===== config.mk =====
export PLATFORM = sky130hd
export DESIGN_NAME = rca_seq_ctrl
export DESIGN_NICKNAME = d
export VERILOG_FILES = /design/src/rtl/rca_seq_ctrl.sv
export SDC_FILE = /design/constraint.sdc
export NUM_CORES = 1
export LEC_CHECK = 0
export ABC_AREA = 1
export CORE_AREA = 2 2 97 99
export DETAILED_ROUTE_END_ITERATION = 16
export DIE_AREA = 0 0 99 101
export MAX_ROUTING_LAYER = met4
export RECOVER_POWER = 25
export SETUP_SLACK_MARGIN = 0.4
export SLEW_MARGIN = 0
export SYNTH_ARGS = -nofsm -noshare
export SYNTH_HDL_FRONTEND = slang
export SYNTH_SLANG_ARGS = --single-unit

===== constraint.sdc =====
create_clock -name clk -period 2.07 [get_ports clk]
set_clock_uncertainty 0.05 [all_clocks]
set_input_delay 0.207 -clock clk [delete_from_list [all_inputs] [get_ports clk]]
set_output_delay 0.207 -clock clk [all_outputs]
set_load 0.01 [all_outputs]

===== src/rtl/rca_seq_ctrl.sv =====
// Sequences a WIDTH-bit add/subtract through one shared external 4-bit ripple-carry adder,
// one nibble per cycle LSB first, with valid/ready handshakes on operands and result.
module rca_seq_ctrl #(
    parameter int WIDTH = 16
) (
    input  logic             clk,
    input  logic             reset_n,
    input  logic             in_valid,
    output logic             in_ready,
    input  logic [WIDTH-1:0] in_a,
    input  logic [WIDTH-1:0] in_b,
    input  logic             in_cin,
    input  logic             in_sub,
    output logic             out_valid,
    input  logic             out_ready,
    output logic [WIDTH-1:0] out_sum,
    output logic             out_cout,
    output logic             out_ovf,
    output logic             busy,
    output logic [3:0]       rca_a,
    output logic [3:0]       rca_b,
    output logic             rca_cin,
    input  logic [3:0]       rca_sum,
    input  logic             rca_cout
);

    localparam int N  = WIDTH / 4;
    localparam int KW = (N > 1) ? $clog2(N) : 1;

    typedef enum logic [1:0] {
        S_IDLE = 2'd0,
        S_RUN  = 2'd1,
        S_DONE = 2'd2
    } state_t;

    state_t           r_state;
    logic [WIDTH-1:0] r_a;
    logic [WIDTH-1:0] r_b;
    logic [WIDTH-1:0] r_sum;
    logic             r_carry;
    logic [KW-1:0]    r_k;
    logic             r_out_valid;
    logic             r_busy;

    logic             w_run;
    logic [KW+1:0]    w_base;

    assign w_run  = (r_state == S_RUN);
    assign w_base = {r_k, 2'b00};

    always_ff @(posedge clk) begin
        if (!reset_n) begin
            r_state     <= S_IDLE;
            r_a         <= '0;
            r_b         <= '0;
            r_sum       <= '0;
            r_carry     <= 1'b0;
            r_k         <= '0;
            r_out_valid <= 1'b0;
            r_busy      <= 1'b0;
        end else begin
            case (r_state)
                S_IDLE: begin
                    if (in_valid) begin
                        // Subtract is A + ~B + 1, so the forced carry-in replaces in_cin.
                        r_a     <= in_a;
                        r_b     <= in_sub ? ~in_b : in_b;
                        r_carry <= in_sub | in_cin;
                        r_k     <= '0;
                        r_sum   <= '0;
                        r_busy  <= 1'b1;
                        r_state <= S_RUN;
                    end
                end
                S_RUN: begin
                    r_sum[w_base +: 4] <= rca_sum;
                    r_carry            <= rca_cout;
                    if (r_k == KW'(N - 1)) begin
                        r_out_valid <= 1'b1;
                        r_state     <= S_DONE;
                    end else begin
                        r_k <= r_k + 1'b1;
                    end
                end
                S_DONE: begin
                    if (out_ready) begin
                        r_out_valid <= 1'b0;
                        r_busy      <= 1'b0;
                        r_state     <= S_IDLE;
                    end
                end
                default: begin
                    r_state <= S_IDLE;
                end
            endcase
        end
    end

    // Ready is held low during reset even though the state register already reads IDLE.
    assign in_ready  = reset_n & (r_state == S_IDLE);
    assign out_valid = r_out_valid;
    assign busy      = r_busy;
    assign out_sum   = r_out_valid ? r_sum : '0;
    assign out_cout  = r_out_valid & r_carry;
    assign out_ovf   = r_out_valid & (r_a[WIDTH-1] == r_b[WIDTH-1])
                                   & (r_sum[WIDTH-1] != r_a[WIDTH-1]);

    assign rca_a   = w_run ? r_a[w_base +: 4] : 4'h0;
    assign rca_b   = w_run ? r_b[w_base +: 4] : 4'h0;
    assign rca_cin = w_run & r_carry;

endmodule


# Yosys cells after proc, flatten, opt, wreduce, memory -nomap -nowiden
# Index checks and enable logic that the tools add are counted.
word_totals:
  out_inout_bits: 30
  wordCells: 61
  reg_bits: 55
classes:
  n_reduce_logical: 10
  n_bitwise: 7
  muxes: 21
  shift: 4
  addsub: 2
  eq_ne: 9
op_table:
  columns: ["operator", "n"]
  rows:
  - ["16-bit 2-to-1 mux", 3]
  - ["16-bit case mux with 2 select lines", 1]
  - ["16-bit by 5-bit indexed part select with 4-bit output", 2]
  - ["16-bit bitwise mux", 1]
  - ["16-bit inverter", 1]
  - ["4-bit by 6-bit variable shift with 16-bit output (first input constant)", 1]
  - ["4-bit by 6-bit indexed part select with 16-bit output", 1]
  - ["3-bit AND reduction", 4]
  - ["2-bit 2-to-1 mux", 5]
  - ["4-bit 2-to-1 mux", 2]
  - ["2-bit != test (second input constant)", 3]
  - ["4-bit negator with 6-bit output", 1]
  - ["1-bit case mux with 2 select lines", 3]
  - ["2-bit case mux with 3 select lines", 1]
  - ["2-bit nonzero test", 3]
  - ["1-bit AND", 5]
  - ["2-bit == test (second input constant)", 2]
  - ["1-bit 2-to-1 mux", 4]
  - ["2-bit case mux with 2 select lines", 1]
  - ["2-bit AND reduction", 2]
  - ["2-bit by 1-bit adder with 2-bit output (second input constant)", 1]
  - ["2-bit by 1-bit == test with 1-bit output (second input constant)", 1]
  - ["2-bit zero test", 1]
  - ["2-bit by 1-bit != test with 1-bit output (second input constant)", 1]
  - ["3 further kinds", 3]

# Longest topological paths before layout
# Gate-level depths: netlist (run 1).
depth:
  depth_word: 4
  mapped_depth: 9
  depth_no_buf: 7

# Least setup slack after synthesis (run 1)
# Ideal clock, no wire load.
synth_timing:
  path_kind: "reg2reg"
  from: "register r_k[0]"
  to: "register r_sum[12]"
  n_path_buf: 2
  slack_ns: 0.424
  t_arrival_ns: 1.526
  period_less_slack_ns: 1.646
  path_stages_with_launch: 10
  cell_sequence: "dfxtp_1 > clkbuf_2 > inv_2 > buf_2 > ha_1 > inv_1 > nand2_1 > nor2_1 > nand2_1 > a21oi_1"
synth_between:
  elab_chain_cells: 4
synth_lines:
  columns: ["element", "line", "source"]
  rows:
  - ["start: declaration", "41", "logic [KW-1:0] r_k;"]
  - ["start signal: assignment", "82", "r_k <= r_k + 1'b1;"]
  - ["4-bit negator with 6-bit output (*)", "76", "r_sum[w_base +: 4] <= rca_sum;"]
  - ["4-bit by 6-bit indexed part select with 16-bit output / 4-bit by 6-bit variable shift with 16-bit output (equally long branches)", "76", null]
  - ["16-bit bitwise mux (*)", "76", null]
  - ["16-bit case mux with 2 select lines (*)", "62", "case (r_state)"]
  - ["end signal: indexed assignment", "76", null]
  - ["end: declaration", "39", "logic [WIDTH-1:0] r_sum;"]
# Every way passes the cells marked *; elsewhere a longest branch is shown, timed or not.
# A chain may end at the register's enable or synchronous reset.

# Final worst setup path (run 1)
layout_timing:
  from: "register r_k[0]"
  to: "output rca_a[3]"
layout_between:
  elab_chain_cells: 2
layout_lines:
  columns: ["element", "line", "source"]
  rows:
  - ["16-bit by 5-bit indexed part select with 4-bit output", "108", "assign rca_a = w_run ? r_a[w_base +: 4] : 4'h0;"]
  - ["4-bit 2-to-1 mux", "108", null]
  - ["end: declaration", "20", "output logic [3:0] rca_a,"]
# No other way between the ends.

==> out/metrics.yaml, run 1 <==
route:
  antenna_left: 0
  drtPass1Iterations: 4
  drtIter0Drc: 72
  wl_per_cell_microns: 11.6
  wl_mm: 7.41
  vias_per_cell: 4.46
  drc: 0
  num_vias: 2852
critical_path:
  r2r_start: "r_state[0]$_SDFFE_PN0P_"
  r2r_slack_ns: 0.31
  crit_required_ns: 1.81
  arrival_ns: 1.54
  reg2reg_depth: 8
  critPathMaxFanout: 22
  start_kind: "register"
  critPathKind: "reg -> out"
  cp-end-kind: "primary output"
  rr_endpoint: "r_b[7]$_SDFFE_PN0P_"
timing:
  rsz0062_at_grt: "true"
  period_share: 0.870
  slew-limit-headroom: 0.748
  finalCriticalPeriod_ns: 1.80
  max_freq_mhz: 555
  finalSetupViolCount: 0
  drv_slew: 0
  setup_tns_ns: 0
  hold_violations: 0
  worst_slew_pin_slew_ns: 0.378
die:
  pin_count: 73
  std_cell_rows: 35
  start_util: 0.325
  dieArea_sq_um: 10000
  core_area_sq_um: 8980
  dieHeight_microns: 101
  dieWidth_microns: 99
worst_hold_path:
  holdCritPathClass: "reg -> reg"
  min_from: "r_a[7]$_SDFFE_PN0P_"
  min_path_cells: 2
  whs_endpoint: "r_a[7]$_SDFFE_PN0P_"
global_routing:
  grt_pass1_wl_mm: 12.4
  grt_overflow: 0
  busiest_layer: "met2"
  grt_max_degree: 41
  use_met2: 0.266
  first_global_vias: 2730
  grt_usage: 0.156
  use_met1: 0.187
  antenna_found_initial: 0
  grtUsageMet3: 0.0347
placement:
  io_buffers: 72
  dpl_cell_area_sq_um: 3730
  gp_congestion: 0.911
  dp_hpwl_mm: 5.25
synthesis:
  synthSimpleGateAreaFrac: 0.341
  syn-num-nets: 503
  synth_top_family_by_area: "simple AND/OR/NAND/NOR gates"
  yosysTopAreaCellShare: 0.378
  synth.mux.area_fraction: 0
  netlist_area_sq_um: 2920
  synth_compound_area_frac: 0.0979
  synthCells: 454
  synth-seq-area-share: 0.378
  synth_largest_area_cell: "dfxtp_1"
  synthXorXnorAreaFrac: 0.0481
  synthAdderAreaFrac: 0.0258
  yosysWarnings: 0
  ys_types: 20
  synth_area_per_cell_sq_um: 6.42
  synth_seq_cells: 55
  synthTopCellsByArea: "dfxtp_1 (38%), nand2_1 (15%), nor2_1 (14%), inv_1 (5.7%), a21oi_1 (5.2%)"
pwr:
  p_leak_nw: 1.89
  swShare: 0.294
  ir_drop_v: 0.000283
  combinationalPowerShare: 0.242
  power.internal_mw: 1.77
  switching_power_uw: 738
  seqPwrFrac: 0.467
  p_per_area_nw_per_um2: 625
  pwr-share-clk: 0.292
finish:
  area_delta_synth_final_pct: 37.8
  drive_gt1_frac: 0.125
  multi_input_area_sq_um: 1600
  layout_common_cells: "nand2_1 (116), nor2_1 (100), dfxtp_1 (53)"
  fillers: 956
  final_cell_area_sq_um: 4020
  final_nets: 577
  final-seq-area_sq_um: 1100
  final_common_cell: "nand2_1"
  diodes: 0
clocking:
  cts_sinks: 55
  clk_pin_slew_ns: 0.10
  cts_buffer_depth: 2
  cts_buffers: 5
  ctsRootBufferMaster: "clkbuf_8"
  cts_tree: "done"
  h-tree-depth: 2
  clkLatencyLatePin_ns: 0.31
flow_run:
  max-cap-violations: 0
outcome:
  status: "completed"
layer usage:
metal | share of wire | vias up | routed length, microns
met1 | 0.48 | 1246 | 3560
met4 | 0.013 | 0 | 96
met3 | 0.042 | 10 | 314
met5 | 0 | - | 0
met2 | 0.46 | 60 | 3440
li1 | - | 1536 | -
sequential cells by signal (all words and copies together) (netlist names):
name / cells
busy: 1
out_valid: 1
r_a: 16
r_b: 16
r_carry: 1
r_k: 2
r_state: 2
r_sum: 16
per-stage QoR:
step | worst slack [ns] | util | instances | hold slack (ns) | power [mW]
floorplan | 0.424 | - | 454 | 0.322 | 1.54
global placement | 0.205 | 0.415 | 623 | 0.397 | 1.73
detailed placement | 0.139 | 0.415 | 623 | 0.403 | 1.73
CTS | 0.188 | 0.438 | 640 | 0.418 | 2.50
global route | 0.156 | 0.448 | 640 | 0.443 | 2.66
finish | 0.269 | 0.448 | 640 | 0.415 | 2.51
Yosys cell counts:
master    count
ha_1          6
inv_1        44
dfxtp_1      55
a21oi_1      30
clkbuf_1      3
nand3b_1      4
inv_2         2
buf_1         3
o211ai_1      2
nor2_1      106
nor2_4        1
nand2_2       1
buf_4         6
xnor2_1      16
buf_6         3
nand3_1      22
nand2_1     117
clkbuf_2      2
o21ai_0      24
buf_2         7
critical path: stages (launching register included):
cell and delay [ns]:
dfxtp_1 0.44, buf_12 0.19, nor2_1 0.05, nor2_1 0.08
nand2_1 0.07, a21oi_2 0.16, clkdlybuf4s15_2 0.24
kinds of logic after synthesis:
family          count (synthesis)
simple gates                  251
compound gates                 56
xor+xnor                       16
fa+ha+maj                       6
flops                          55
buf+inv                        70
final cells by class:
cell class,instances,share of cell area
clock inverters,3,0.0115
flip-flops and latches,55,0.275
clock buffers,5,0.0171
repair buffers,91,0.214
well taps,111,0.0346
inverters,46,0.0486
multi-input cells,329,0.399
worst max path at each step:
| stage | from | to | slack [ns] |
|---|---|---|---|
| 3_5_place_dp | r_k[0]$_SDFFE_PN0P_ | rca_b[0] | 0.14 |
| 2_1_floorplan | r_k[0]$_SDFFE_PN0P_ | r_sum[12]$_SDFFE_PN0P_ | 0.42 |
| 4_1_cts | r_k[1]$_SDFFE_PN0P_ | rca_b[0] | 0.19 |
| 5_1_grt | r_state[0]$_SDFFE_PN0P_ | r_sum[0]$_SDFFE_PN0P_ | 0.16 |
| 6_report | r_k[0]$_SDFFE_PN0P_ | rca_a[3] | 0.27 |
| 3_3_place_gp | r_state[1]$_SDFFE_PN0P_ | rca_a[3] | 0.20 |
repair_timing:
| item | in CTS | in global routing |
|---|---|---|
| endpoints found under the setup margin | 46 | 26 |
| setup buffers | 8 | 0 |
| hold buffers | 0 | 0 |
| resized for setup | 72 | 41 |
| pin swaps | 7 | 12 |
| gates cloned | 1 | 0 |
power groups by stage:
| stage | Clock, mW | Combinational [mW] | Sequential (mW) |
|---|---|---|---|
| floorplan | 0 | 0.353 | 1.18 |
| global placement | 0 | 0.533 | 1.19 |
| detailed placement | 0 | 0.542 | 1.19 |
| CTS | 0.760 | 0.576 | 1.17 |
| global route | 0.795 | 0.688 | 1.18 |
| finish | 0.732 | 0.607 | 1.17 |
Note: power is estimated with default switching activity, not from simulation.
==> inputs of run 2 (changes only) <==
SETUP_SLACK_MARGIN = default   (was 0.4)
==> out/metrics.yaml, run 2 (synthesized netlist as in run 1, its figures left out) <==
outcome:
  status: "completed"
timing:
  finalCriticalPeriod_ns: 1.97
  worst_slew_pin_slew_ns: 0.685
  fin_ws_ns: 0.103
  max_freq_mhz: 508
  finalSetupViolCount: 0
  period_share: 0.950
  slew-limit-headroom: 0.544
  drv_slew: 0
  hold_violations: 0
route:
  route.met3.wl_microns: 365
  num_vias: 2828
  drtPass1Iterations: 4
  drc: 0
  wl_per_cell_microns: 11.1
  wl_met1_mm: 3.36
  vias_per_cell: 4.45
  wl_mm: 7.04
  antenna_left: 0
  dr_wl_met2_mm: 3.24
  top_layer: "met4"
  drtIter0Drc: 83
critical_path:
  critPathKind: "reg -> out"
  rr_endpoint: "r_b[7]$_SDFFE_PN0P_"
  r2r_slack_ns: 0.24
  crit_required_ns: 1.81
  reg2reg_depth: 8
  r2r_start: "r_state[0]$_SDFFE_PN0P_"
  cp-end-kind: "primary output"
  arrival_ns: 1.71
  critPathMaxFanout: 9
  start_kind: "register"
global_routing:
  first_global_vias: 2698
  grt_max_degree: 41
  grt_pass1_wl_mm: 12.1
  antenna_found_initial: 0
  grt_overflow: 0
  grt_usage: 0.151
pwr:
  p_leak_nw: 1.79
  power_mw: 2.44
  p_per_area_nw_per_um2: 630
  ir_drop_v: 0.000281
die:
  pin_count: 73
  core_area_sq_um: 8980
  dieWidth_microns: 99
  dieHeight_microns: 101
  std_cell_rows: 35
  dieArea_sq_um: 10000
  start_util: 0.325
finish:
  fin_cells: 636
  diodes: 0
  final_nets: 573
  final_common_cell: "nand2_1"
  drive_gt1_frac: 0.0590
  fillers: 970
  layout_common_cells: "nand2_1 (116), nor2_1 (106), clkdlybuf4s50_1 (63)"
  reg_top3: "r_a (16), r_b (16), r_sum (16)"
  area_delta_synth_final_pct: 33.0
clocking:
  clkLatencyLatePin_ns: 0.32
  ctsRootBufferMaster: "clkbuf_8"
  cts_sinks: 55
  h-tree-depth: 2
  clk_pin_slew_ns: 0.11
  cts_tree: "done"
  cts_buffer_depth: 2
  cts_buffers: 5
  cts-hold-fix-buffers: 0
worst_hold_path:
  whs_endpoint: "out_valid$_SDFFE_PN0P_"
  min_path_cells: 2
  holdCritPathClass: "reg -> reg"
  min_from: "out_valid$_SDFFE_PN0P_"
placement:
  dp_hpwl_mm: 5.25
  place_inst: 623
  dp_slack_ns: 0.139
  io_buffers: 72
  gp_congestion: 0.911
flow_run:
  max-cap-violations: 0
## run 2: through the flow
step | cell area (sq um) | hold slack [ns] | utilization | TNS, ns
6_report | 3880 | 0.414 | 0.432 | 0
5_1_grt | 3880 | 0.443 | 0.432 | -0.00623
3_5_place_dp | 3730 | 0.403 | 0.415 | 0
4_1_cts | 3870 | 0.418 | 0.431 | 0
2_1_floorplan | 2920 | 0.322 | - | 0
3_3_place_gp | 3730 | 0.397 | 0.415 | 0
## run 2: final cells by class
| type | instances | area, sq um | area share |
|---|---|---|---|
| clock inverters | 3 | 46.3 | 0.0119 |
| well taps | 111 | 139 | 0.0358 |
| repair buffers | 87 | 837 | 0.216 |
| flip-flops and latches | 55 | 1110 | 0.285 |
| clock buffers | 5 | 68.8 | 0.0177 |
| inverters | 46 | 179 | 0.0461 |
| multi-input cells | 329 | 1500 | 0.387 |
## run 2: power by group
| group | switching [mW] | internal, mW | total (mW) | leakage [nW] |
|---|---|---|---|---|
| logic | 0.291 | 0.247 | 0.538 | 1.28 |
| clock network | 0.371 | 0.365 | 0.735 | 0.0548 |
| registers | 0.0405 | 1.13 | 1.17 | 0.453 |
## run 2: worst max-delay path by stage
stage	endpoint	cells after the start	slack, ns	from
floorplan	r_sum[12]$_SDFFE_PN0P_	9	0.42	r_k[0]$_SDFFE_PN0P_
global placement	rca_a[3]	4	0.20	r_state[1]$_SDFFE_PN0P_
detailed placement	rca_b[0]	6	0.14	r_k[0]$_SDFFE_PN0P_
CTS	rca_b[3]	6	0.009	r_k[0]$_SDFFE_PN0P_
global route	rca_b[0]	6	-0.006	r_k[1]$_SDFFE_PN0P_
finish	in_ready	5	0.10	r_state[0]$_SDFFE_PN0P_
## run 2: timing repair
action | in CTS | in global routing
resized for setup | 12 | 4
setup endpoints to repair | 9 | 5
pin swaps | 0 | 1
buffers inserted | 3 | 2
## run 2: layer usage
metal / GRT usage / up-vias
li1: - / 1523
met1: 0.183 / 1234
met2: 0.256 / 65
met3: 0.0347 / 6
met4: 0.0390 / 0
met5: - / -
## run 2: critical path, stage by stage, from the launching register on
cell	delay, ns
dfxtp_1	0.35
buf_4	0.17
nor2_4	0.15
inv_1	0.05
nor2_1	0.11
clkdlybuf4s50_1	0.55
==> inputs of run 3 (changes only) <==
CORE_AREA = 2 2 90 74   (was 2 2 97 99)
DIE_AREA = 0 0 92 76   (was 0 0 99 101)
PLACE_DENSITY = 0.78   (was default)
==> out/metrics.yaml, run 3 (synthesized netlist as in run 1, its figures left out) <==
finish:
  diodes: 0
  area_delta_synth_final_pct: 30.6
  final_nets: 573
  utilization: 0.616
  reg_top3: "r_a (16), r_b (16), r_sum (16)"
  layout_common_cells: "nand2_1 (118), nor2_1 (106), clkdlybuf4s50_1 (64)"
  final_common_cell: "nand2_1"
  drive_gt1_frac: 0.0476
global_routing:
  grt_overflow: 0
  first_global_vias: 2723
  grt_usage: 0.207
  antenna_found_initial: 0
  grt_pass1_wl_mm: 11.7
  grt_max_degree: 41
clocking:
  cts_tree: "done"
  h-tree-depth: 2
  cts_sinks: 55
  clkLatencyLatePin_ns: 0.30
  ctsRootBufferMaster: "clkbuf_8"
  clk_pin_slew_ns: 0.09
  cts-hold-fix-buffers: 0
  cts_buffer_depth: 2
  cts_buffers: 5
critical_path:
  crit_required_ns: 1.81
  cp-end-kind: "primary output"
  cp-startpoint: "r_state[1]$_SDFFE_PN0P_"
  start_kind: "register"
  reg2reg_depth: 6
  critical_path.endpoint: "rca_cin"
  rr_endpoint: "r_sum[11]$_SDFFE_PN0P_"
  arrival_ns: 1.68
  r2r_slack_ns: 0.27
  critPathKind: "reg -> out"
  r2r_start: "r_state[0]$_SDFFE_PN0P_"
  critPathMaxFanout: 7
die:
  pin_count: 73
  std_cell_rows: 26
  dieHeight_microns: 76
  start_util: 0.472
  dieArea_sq_um: 6990
  core_area_sq_um: 6180
  dieWidth_microns: 92
pwr:
  power_mw: 2.29
  p_per_area_nw_per_um2: 601
  p_leak_nw: 1.80
  ir_drop_v: 0.000275
timing:
  finalSetupViolCount: 0
  rsz0062_at_grt: "false"
  hold_violations: 0
  period_share: 0.934
  max_freq_mhz: 517
  drv_slew: 0
  finalCriticalPeriod_ns: 1.93
  worst_slew_pin_slew_ns: 0.823
  setup_tns_ns: 0
  slew-limit-headroom: 0.451
  holdWs_ns: 0.425
route:
  drtIter0Drc: 129
  antenna_left: 0
  num_vias: 2833
  drtPass1Iterations: 4
  vias_per_cell: 4.65
  wl_mm: 6.68
  wl_per_cell_microns: 11.0
  drc: 0
placement:
  gp_congestion: 0.879
  io_buffers: 72
  dp_hpwl_mm: 4.97
worst_hold_path:
  holdCritPathClass: "reg -> reg"
outcome:
  status: "completed"
flow_run:
  max-cap-violations: 0
==> run 3: per-stage QoR <==
stage                     worst slack (ns)  area, sq um  cells
after global placement               0.203         3700    599
after CTS                           0.0271         3810    609
final                                0.136         3810    609
after floorplan                      0.424         2920    454
after detailed placement             0.158         3700    599
after global routing                0.0210         3810    609
==> run 3: what timing repair did <==
action | in CTS | in global routing
setup buffers | 2 | 0
gates resized for setup | 10 | 3
setup endpoints to repair | 8 | 3
==> run 3: cell type report <==
cell class	count	area (sq um)
Clock buffer	7	76.3
Clock inverter	1	8.76
Fill cell	609	2370
Inverter	46	179
Multi-Input combinational cell	329	1490
Sequential cell	55	1100
Tap cell	84	105
Timing Repair Buffer	87	840
==> run 3: how the worst min path moves through the flow <==
stage	startpoint	endpoint	slack (ns)	cells after the start
6_report	r_a[5]$_SDFFE_PN0P_	r_a[5]$_SDFFE_PN0P_	0.43	2
5_1_grt	r_a[5]$_SDFFE_PN0P_	r_a[5]$_SDFFE_PN0P_	0.45	2
4_1_cts	r_a[5]$_SDFFE_PN0P_	r_a[5]$_SDFFE_PN0P_	0.43	2
3_5_place_dp	r_a[5]$_SDFFE_PN0P_	r_a[5]$_SDFFE_PN0P_	0.41	2
3_3_place_gp	r_a[5]$_SDFFE_PN0P_	r_a[5]$_SDFFE_PN0P_	0.40	2
2_1_floorplan	in_a[0]	r_a[0]$_SDFFE_PN0P_	0.32	2
==> run 3: worst max-delay path, stage by stage, from the launching register on <==
cell and delay (ns):
dfxtp_1 0.37, inv_2 0.14, nand2_1 0.08, buf_4 0.17, nor2_1 0.08, clkdlybuf4s50_1 0.53
==> run 3: routing by layer <==
| metal | wire [microns] | up-vias | part of all wire | global-route usage |
|---|---|---|---|---|
| met1 | 3120 | 1221 | 0.47 | 0.248 |
| li1 | - | 1525 | - | - |
| met4 | 132 | 0 | 0.020 | 0.0701 |
| met5 | 0 | - | 0 | - |
| met3 | 327 | 12 | 0.049 | 0.0386 |
| met2 | 3100 | 75 | 0.46 | 0.350 |
==> run 3: report_power, final <==
group          internal, mW  switching, mW
registers              1.13         0.0417
logic                 0.245          0.289
clock network         0.245          0.339
total                  1.62          0.669
